**config.mk**
```make
export PLATFORM = sky130hd
export DESIGN_NAME = rtc_timekeeper
export DESIGN_NICKNAME = d
export VERILOG_FILES = /design/src/rtl/rtc_timekeeper.sv
export SDC_FILE = /design/constraint.sdc
export NUM_CORES = 1
export LEC_CHECK = 0
export CAP_MARGIN = 5
export CORE_MARGIN = 2
export CORE_UTILIZATION = 60
export DETAILED_ROUTE_END_ITERATION = 7
export GPL_ROUTABILITY_DRIVEN = 0
export PLACE_DENSITY = 0.81
export SYNTH_ARGS = -nofsm -noshare
export SYNTH_HDL_FRONTEND = slang
export SYNTH_SLANG_ARGS = --single-unit
```
**constraint.sdc**
```tcl
create_clock -name clock50MHz -period 7.4 [get_ports clock50MHz]
set_input_delay 1.11 -clock clock50MHz [delete_from_list [all_inputs] [get_ports clock50MHz]]
set_output_delay 1.11 -clock clock50MHz [all_outputs]
set_load 0.02 [all_outputs]
```
**src/rtl/rtc_timekeeper.sv**
```systemverilog
// Real-time-clock core: prescaled 1 Hz tick, BCD HH:MM:SS (24 h internal),
// debounced set buttons with auto-repeat, and six active-low 7-segment digits.
module rtc_timekeeper #(
  parameter int CLK_FREQ_HZ     = 50_000_000,
  parameter int DEBOUNCE_CYCLES = 500_000,
  parameter int REPEAT_CYCLES   = 12_500_000
) (
  input  logic            clock50MHz,
  input  logic            resetn,
  input  logic [2:0]      push_button,
  input  logic            man_switch,
  input  logic            mode_12h,
  output logic            tick_1hz,
  output logic [7:0]      hh_bcd,
  output logic [7:0]      mm_bcd,
  output logic [7:0]      ss_bcd,
  output logic            pm,
  output logic            colon_blink,
  output logic [5:0][6:0] seven_seg
);

  localparam int PS_W = (CLK_FREQ_HZ > 1) ? $clog2(CLK_FREQ_HZ) : 1;
  localparam int DB_W = $clog2(DEBOUNCE_CYCLES + 1);
  localparam int RP_W = $clog2(REPEAT_CYCLES + 1);

  localparam logic [PS_W-1:0] PS_LAST = PS_W'(CLK_FREQ_HZ - 1);
  localparam logic [PS_W-1:0] PS_PRE  = PS_W'(CLK_FREQ_HZ - 2);
  localparam logic [PS_W-1:0] PS_HALF = PS_W'(CLK_FREQ_HZ / 2);
  localparam logic [DB_W-1:0] DB_LAST = DB_W'(DEBOUNCE_CYCLES - 1);
  localparam logic [RP_W-1:0] RP_LAST = RP_W'(REPEAT_CYCLES - 1);

  logic [1:0]            sw_sync;
  logic                  set_mode;
  logic                  mode12_q;
  logic [PS_W-1:0]       ps_cnt;

  logic [2:0]            btn_s1;
  logic [2:0]            btn_s2;
  logic [2:0]            db_lvl;
  logic [2:0]            db_lvl_q;
  logic [2:0][DB_W-1:0]  db_cnt;
  logic [2:0][RP_W-1:0]  rp_cnt;
  logic [2:0]            btn_evt;

  logic [7:0]            ss_nxt;
  logic [7:0]            mm_nxt;
  logic [7:0]            hh_nxt;

  logic [4:0]            h_bin;
  logic [4:0]            h12;
  logic [3:0]            dig_h1;
  logic [3:0]            dig_h0;
  logic                  blank_h1;

  function automatic logic [7:0] bcd_inc(input logic [7:0] v, input logic [7:0] last);
    if (v == last)
      return 8'h00;
    else if (v[3:0] == 4'd9)
      return {v[7:4] + 4'd1, 4'd0};
    else
      return {v[7:4], v[3:0] + 4'd1};
  endfunction

  function automatic logic [6:0] seg7(input logic [3:0] d);
    case (d)
      4'd0:    return 7'h40;
      4'd1:    return 7'h79;
      4'd2:    return 7'h24;
      4'd3:    return 7'h30;
      4'd4:    return 7'h19;
      4'd5:    return 7'h12;
      4'd6:    return 7'h02;
      4'd7:    return 7'h78;
      4'd8:    return 7'h00;
      4'd9:    return 7'h10;
      default: return 7'h7F;
    endcase
  endfunction

  assign set_mode = sw_sync[1];

  always_ff @(posedge clock50MHz or negedge resetn) begin
    if (!resetn) begin
      sw_sync  <= 2'b00;
      mode12_q <= 1'b0;
    end else begin
      sw_sync  <= {sw_sync[0], man_switch};
      mode12_q <= mode_12h;
    end
  end

  // Tick is raised one cycle ahead of the terminal count so it is high exactly
  // while ps_cnt == CLK_FREQ_HZ-1; it is suppressed once the switch has synced high.
  always_ff @(posedge clock50MHz or negedge resetn) begin
    if (!resetn) begin
      ps_cnt   <= '0;
      tick_1hz <= 1'b0;
    end else begin
      if (set_mode || ps_cnt == PS_LAST)
        ps_cnt <= '0;
      else
        ps_cnt <= ps_cnt + 1'b1;
      tick_1hz <= !sw_sync[0] && !set_mode && (ps_cnt == PS_PRE);
    end
  end

  assign colon_blink = set_mode | (ps_cnt < PS_HALF);

  always_ff @(posedge clock50MHz or negedge resetn) begin
    if (!resetn) begin
      btn_s1   <= 3'b111;
      btn_s2   <= 3'b111;
      db_lvl   <= 3'b111;
      db_lvl_q <= 3'b111;
      db_cnt   <= '0;
      rp_cnt   <= '0;
      btn_evt  <= 3'b000;
    end else begin
      btn_s1   <= push_button;
      btn_s2   <= btn_s1;
      db_lvl_q <= db_lvl;
      for (int i = 0; i < 3; i++) begin
        if (btn_s2[i] == db_lvl[i]) begin
          db_cnt[i] <= '0;
        end else if (db_cnt[i] == DB_LAST) begin
          db_cnt[i] <= '0;
          db_lvl[i] <= btn_s2[i];
        end else begin
          db_cnt[i] <= db_cnt[i] + 1'b1;
        end

        // Repeat timer is a down-counter reloaded on the press and on every repeat.
        btn_evt[i] <= 1'b0;
        if (db_lvl[i]) begin
          rp_cnt[i] <= '0;
        end else if (db_lvl_q[i] || rp_cnt[i] == '0) begin
          rp_cnt[i]  <= RP_LAST;
          btn_evt[i] <= 1'b1;
        end else begin
          rp_cnt[i] <= rp_cnt[i] - 1'b1;
        end
      end
    end
  end

  always_comb begin
    ss_nxt = ss_bcd;
    mm_nxt = mm_bcd;
    hh_nxt = hh_bcd;
    if (tick_1hz) begin
      ss_nxt = bcd_inc(ss_bcd, 8'h59);
      if (ss_bcd == 8'h59) begin
        mm_nxt = bcd_inc(mm_bcd, 8'h59);
        if (mm_bcd == 8'h59)
          hh_nxt = bcd_inc(hh_bcd, 8'h23);
      end
    end else if (set_mode) begin
      if (btn_evt[0]) ss_nxt = 8'h00;
      if (btn_evt[1]) mm_nxt = bcd_inc(mm_bcd, 8'h59);
      if (btn_evt[2]) hh_nxt = bcd_inc(hh_bcd, 8'h23);
    end
  end

  always_ff @(posedge clock50MHz or negedge resetn) begin
    if (!resetn) begin
      ss_bcd <= 8'h00;
      mm_bcd <= 8'h00;
      hh_bcd <= 8'h00;
    end else begin
      ss_bcd <= ss_nxt;
      mm_bcd <= mm_nxt;
      hh_bcd <= hh_nxt;
    end
  end

  assign pm = (hh_bcd >= 8'h12);

  always_comb begin
    h_bin = 5'(hh_bcd[7:4]) * 5'd10 + 5'(hh_bcd[3:0]);
    h12   = h_bin;
    if (h_bin == 5'd0)
      h12 = 5'd12;
    else if (h_bin > 5'd12)
      h12 = h_bin - 5'd12;
    dig_h1   = hh_bcd[7:4];
    dig_h0   = hh_bcd[3:0];
    blank_h1 = 1'b0;
    if (mode12_q) begin
      blank_h1 = (h12 < 5'd10);
      dig_h1   = blank_h1 ? 4'd0 : 4'd1;
      dig_h0   = blank_h1 ? h12[3:0] : 4'(h12 - 5'd10);
    end
  end

  always_ff @(posedge clock50MHz or negedge resetn) begin
    if (!resetn) begin
      seven_seg <= '1;
    end else begin
      seven_seg[5] <= blank_h1 ? 7'h7F : seg7(dig_h1);
      seven_seg[4] <= seg7(dig_h0);
      seven_seg[3] <= seg7(mm_bcd[7:4]);
      seven_seg[2] <= seg7(mm_bcd[3:0]);
      seven_seg[1] <= seg7(ss_bcd[7:4]);
      seven_seg[0] <= seg7(ss_bcd[3:0]);
    end
  end

endmodule

```
==> flow_results.org <==
** Route
- Dividing the detail-routed wire length by the instance count gives 14.7 um.
- After the first detailed-routing iteration, the DRC count stood at 464.
- TritonRoute pass-1 iters :: 5
- In the routed layout, each cell is associated on average with a via count of 5.58.
- Detailed-route DRC error count :: 0
- Count of vias placed by the detailed router :: 8,670
- The detail route stage leaves a number of antenna-violating nets equal to 0.
- Final WL :: 22,800 um

** Global route
- The number of antenna violations at the first check in global routing was 0.
- Total congestion overflow :: 0
- Overall track demand over capacity in global routing :: 22.7%
- Largest net degree at the start of global routing :: 138
- Vias in the first global route :: 8,476
- The first global-routing pass estimated 39,100 um of wire.

** Pwr
- P per Cell Area :: 211 nW/um^2
- Switching part of the total power :: 20.6%
- The share of total power dissipated in sequential elements is 46.4%.
- VDD sags by at most 0.000202 V.
- In this run, the combinational gates consume 3.3% of the power.
- Internal power comes to 2.31 mW.
- Power spent charging and discharging nets :: 0.599 mW
- Leak :: 5.66 nW
- The clock network is responsible for 50.3% of the overall power.

** STA
- The max-slew violation total from the final report came to 0.
- Crit share post-route :: 53.8%
- In this run the tightest slew margin relative to its limit is 31.5%.
- Across the routed clock network, the largest skew measured is 0.00821 ns.
- Number of hold-slack violations in the final timing report :: 0
- Setup total negative slack on the finished layout was measured at 0 ns.
- Setup repair after global routing missed its margin :: false
- Final setup vio count :: 0
- Highest Clock Rate :: 251 MHz
- Slew at the pin with the worst max-slew slack :: 1.03 ns
- Shortest clock period the worst path allows after layout :: 3.98 ns

** Cells and area
- The post-route netlist has 10.1% of its cells at a drive strength greater than 1.
- Signed area change from the synthesized netlist to the final layout :: 16.7%
- The finished cells cover 13,800 um^2.
- Ant diodes :: 0
- Layout fillers :: 1,433
- Number of nets in the final layout :: 1,326

** Floorplan
- Placement row count :: 51
- Width of the die :: 144 um
- Effective utilization at floorplan :: 60.9%
- Area enclosed by the die boundary :: 20,800 um^2
- The core region is 19,400 um^2.
- The die is 144 um tall.
- I/O Pins :: 76

** Worst setup path
- At the worst endpoint, the arrival time is 2.87 ns.
- The worst setup path is captured at an output port.
- Crit Path Class :: reg2out
- STA classifies the critical path startpoint as a flip-flop.
- Endpoint required time on the critical path :: 6.29 ns
- Along the worst path, the maximum fanout reaches 5.

** Synth
- Number of enable flip-flop cells after synthesis :: 0
- In this run, synthesis produced a sequential element count of 240.
- After technology mapping, the gate count stands at 1,198.
- The synthesized netlist contains 64 unique library cells.
- Sequential element share of the synthesized area :: 51.4%
- Fraction of registers with async set/reset :: 100%
- Avg Synthesized Cell Area :: 9.86 um^2
- When the netlist entered floorplanning its net count stood at 1,255.
- For this run, the leading register cell type out of synthesis is dfrtp_1.
- Yosys printed 0 warnings.
- Post-Syn Area :: 11,800 um^2

** Clock network
- Level count of the clock H-tree :: 1
- Buffers inserted to repair hold after CTS numbered 0.
- In this run, CTS created clock tree buffers numbering 26.
- In this run the deepest clock path goes through 3 buffers.
- Clock transition time at the flip-flop clock pins of the worst setup and hold paths :: 0.06 ns
- Clock latency of the later-clocked register in the worst-skew pair :: 0.52 ns
- After clock tree synthesis, the repair step resized 0 gates.
- TritonCTS Sinks :: 240
- Once the clock tree was built, the setup fixing pass inserted 0 buffers.
- TritonCTS built the clock tree.
- The tree is rooted in a clkbuf_16.

** Place
- Summed over all nets, the half-perimeter wirelength after detailed placement is 14,800 um.
- Placed cell areas :: 12,800 um^2
- Count of port buffers added during placement :: 75

** Flow run
- Max-cap violations :: 0

** Min path
- Min-delay worst type :: reg2reg

** Status
- The run finished with clean final reports.
[power by group through the flow]
stage	combinational [mW]	clock, mW	sequential, mW
after global routing	0.109	1.55	1.35
after global placement	0.0940	0	1.37
after floorplan	0.0354	0	1.38
final	0.0949	1.46	1.35
after detailed placement	0.0962	0	1.37
after CTS	0.0970	1.49	1.35
[metal layers]
layer | global-route usage (%) | wire (um)
met1 | 30.9 | 10400
met2 | 38.4 | 10900
met5 | 0 | 0
met4 | 5.98 | 427
met3 | 3.61 | 1000
[final timing paths]
check / start / cells after the start / slack [ns] / to
setup / recovery: ps_cnt[10] / 8 / 3.42 / colon_blink
setup reg to reg: hh_bcd[6] / 15 / 3.53 / seven_seg[40]
hold / removal: btn_s1[0] / 0 / 0.36 / btn_s2[0]
max in group asynchronous: resetn / 2 / 5.40 / db_cnt[34]
min in group asynchronous: resetn / 1 / 0.66 / mm_bcd[7]
hold reg to reg: btn_s1[0] / 0 / 0.36 / btn_s2[0]
[cell type report]
cell class,count,area (um^2),area share (%)
well taps,265,332,2.41
flip-flops and latches,240,6070,44.1
inverters,43,161,1.17
multi-input cells,878,5430,39.4
repair buffers,80,793,5.76
clock inverters,16,263,1.91
clock buffers,32,724,5.26
[cell usage in the layout, fill, tap and decap left out, drive strengths merged, types with 5 or more instances in the layout]
cell and instances:
dfrtp 186, bufinv 7, clkdlybuf4s50 74, and3 20, dfstp 54, xor2 68, or2 9, mux2i 5
a21o 5, inv 44, xnor2 70, nand2 93, nand3b 5, a21oi 87, nor4 18, nand4 18
nor2 185, nor3 30, clkinv 6, or4 5, nand3 53, a31oi 13, o21ai 52, or3 17
buf 6, and2 5, ha 49, nor3b 5, clkbuf 32, nor2b 11, nand2b 11
[cells by family after synthesis]
kind of cell / synth area share (%)
flip-flops: 51.4
AO/OA/AOI/OAI: 8.83
adder cells (fa/ha/maj): 5.36
multiplexers: 0.805
AND/OR/NAND/NOR: 20.6
buffers and inverters: 2.56
XOR/XNOR: 10.4
[cells in the mapped netlist, types with 9 or more instances]
master,n,area [um^2]
dfstp_2,54,1420
xnor2_1,70,613
dfrtp_1,186,4650
o21ai_0,52,260
and3_1,20,125
xor2_1,68,596
ha_1,49,613
a21oi_1,87,435
or3_1,16,100
nand2_1,93,349
nand3_1,51,255
clkbuf_1,34,128
or2_2,9,56.3
nand4_1,18,113
nor2_1,185,694
nor2b_1,11,68.8
a31oi_1,13,81.3
nor3_1,27,135
inv_1,43,161
nor4_1,15,93.8
nand2b_1,11,68.8
[through the flow]
| step | utilization [%] | power [mW] | instances | hold slack, ns | setup slack [ns] |
|---|---|---|---|---|---|
| floorplan | - | 1.41 | 1198 | 0.345 | 3.87 |
| global placement | 65.9 | 1.46 | 1506 | 0.346 | 3.75 |
| detailed placement | 65.9 | 1.47 | 1506 | 0.350 | 3.59 |
| CTS | 71.0 | 2.93 | 1554 | 0.359 | 3.40 |
| global route | 71.0 | 3.01 | 1554 | 0.360 | 3.26 |
| finish | 71.0 | 2.91 | 1554 | 0.357 | 3.42 |
[flip-flops by register name (all words and copies together), names as in the netlist, 3 cells and up]
signal	cells
rp_cnt	72
db_cnt	57
seven_seg	42
ps_cnt	26
hh_bcd	8
mm_bcd	8
ss_bcd	8
btn_evt	3
btn_s1	3
btn_s2	3
db_lvl	3
db_lvl_q	3
[critical path, cell delays in order, from the launching register on]
cell	delay (ns)
dfrtp_1	0.42
or4_1	0.56
o211ai_1	0.18
nand2b_1	0.07
a21oi_1	0.15
o21bai_1	0.09
a21oi_1	0.15
or2_2	0.14
clkdlybuf4s50_1	0.60
(Power assumes the default switching activity.)
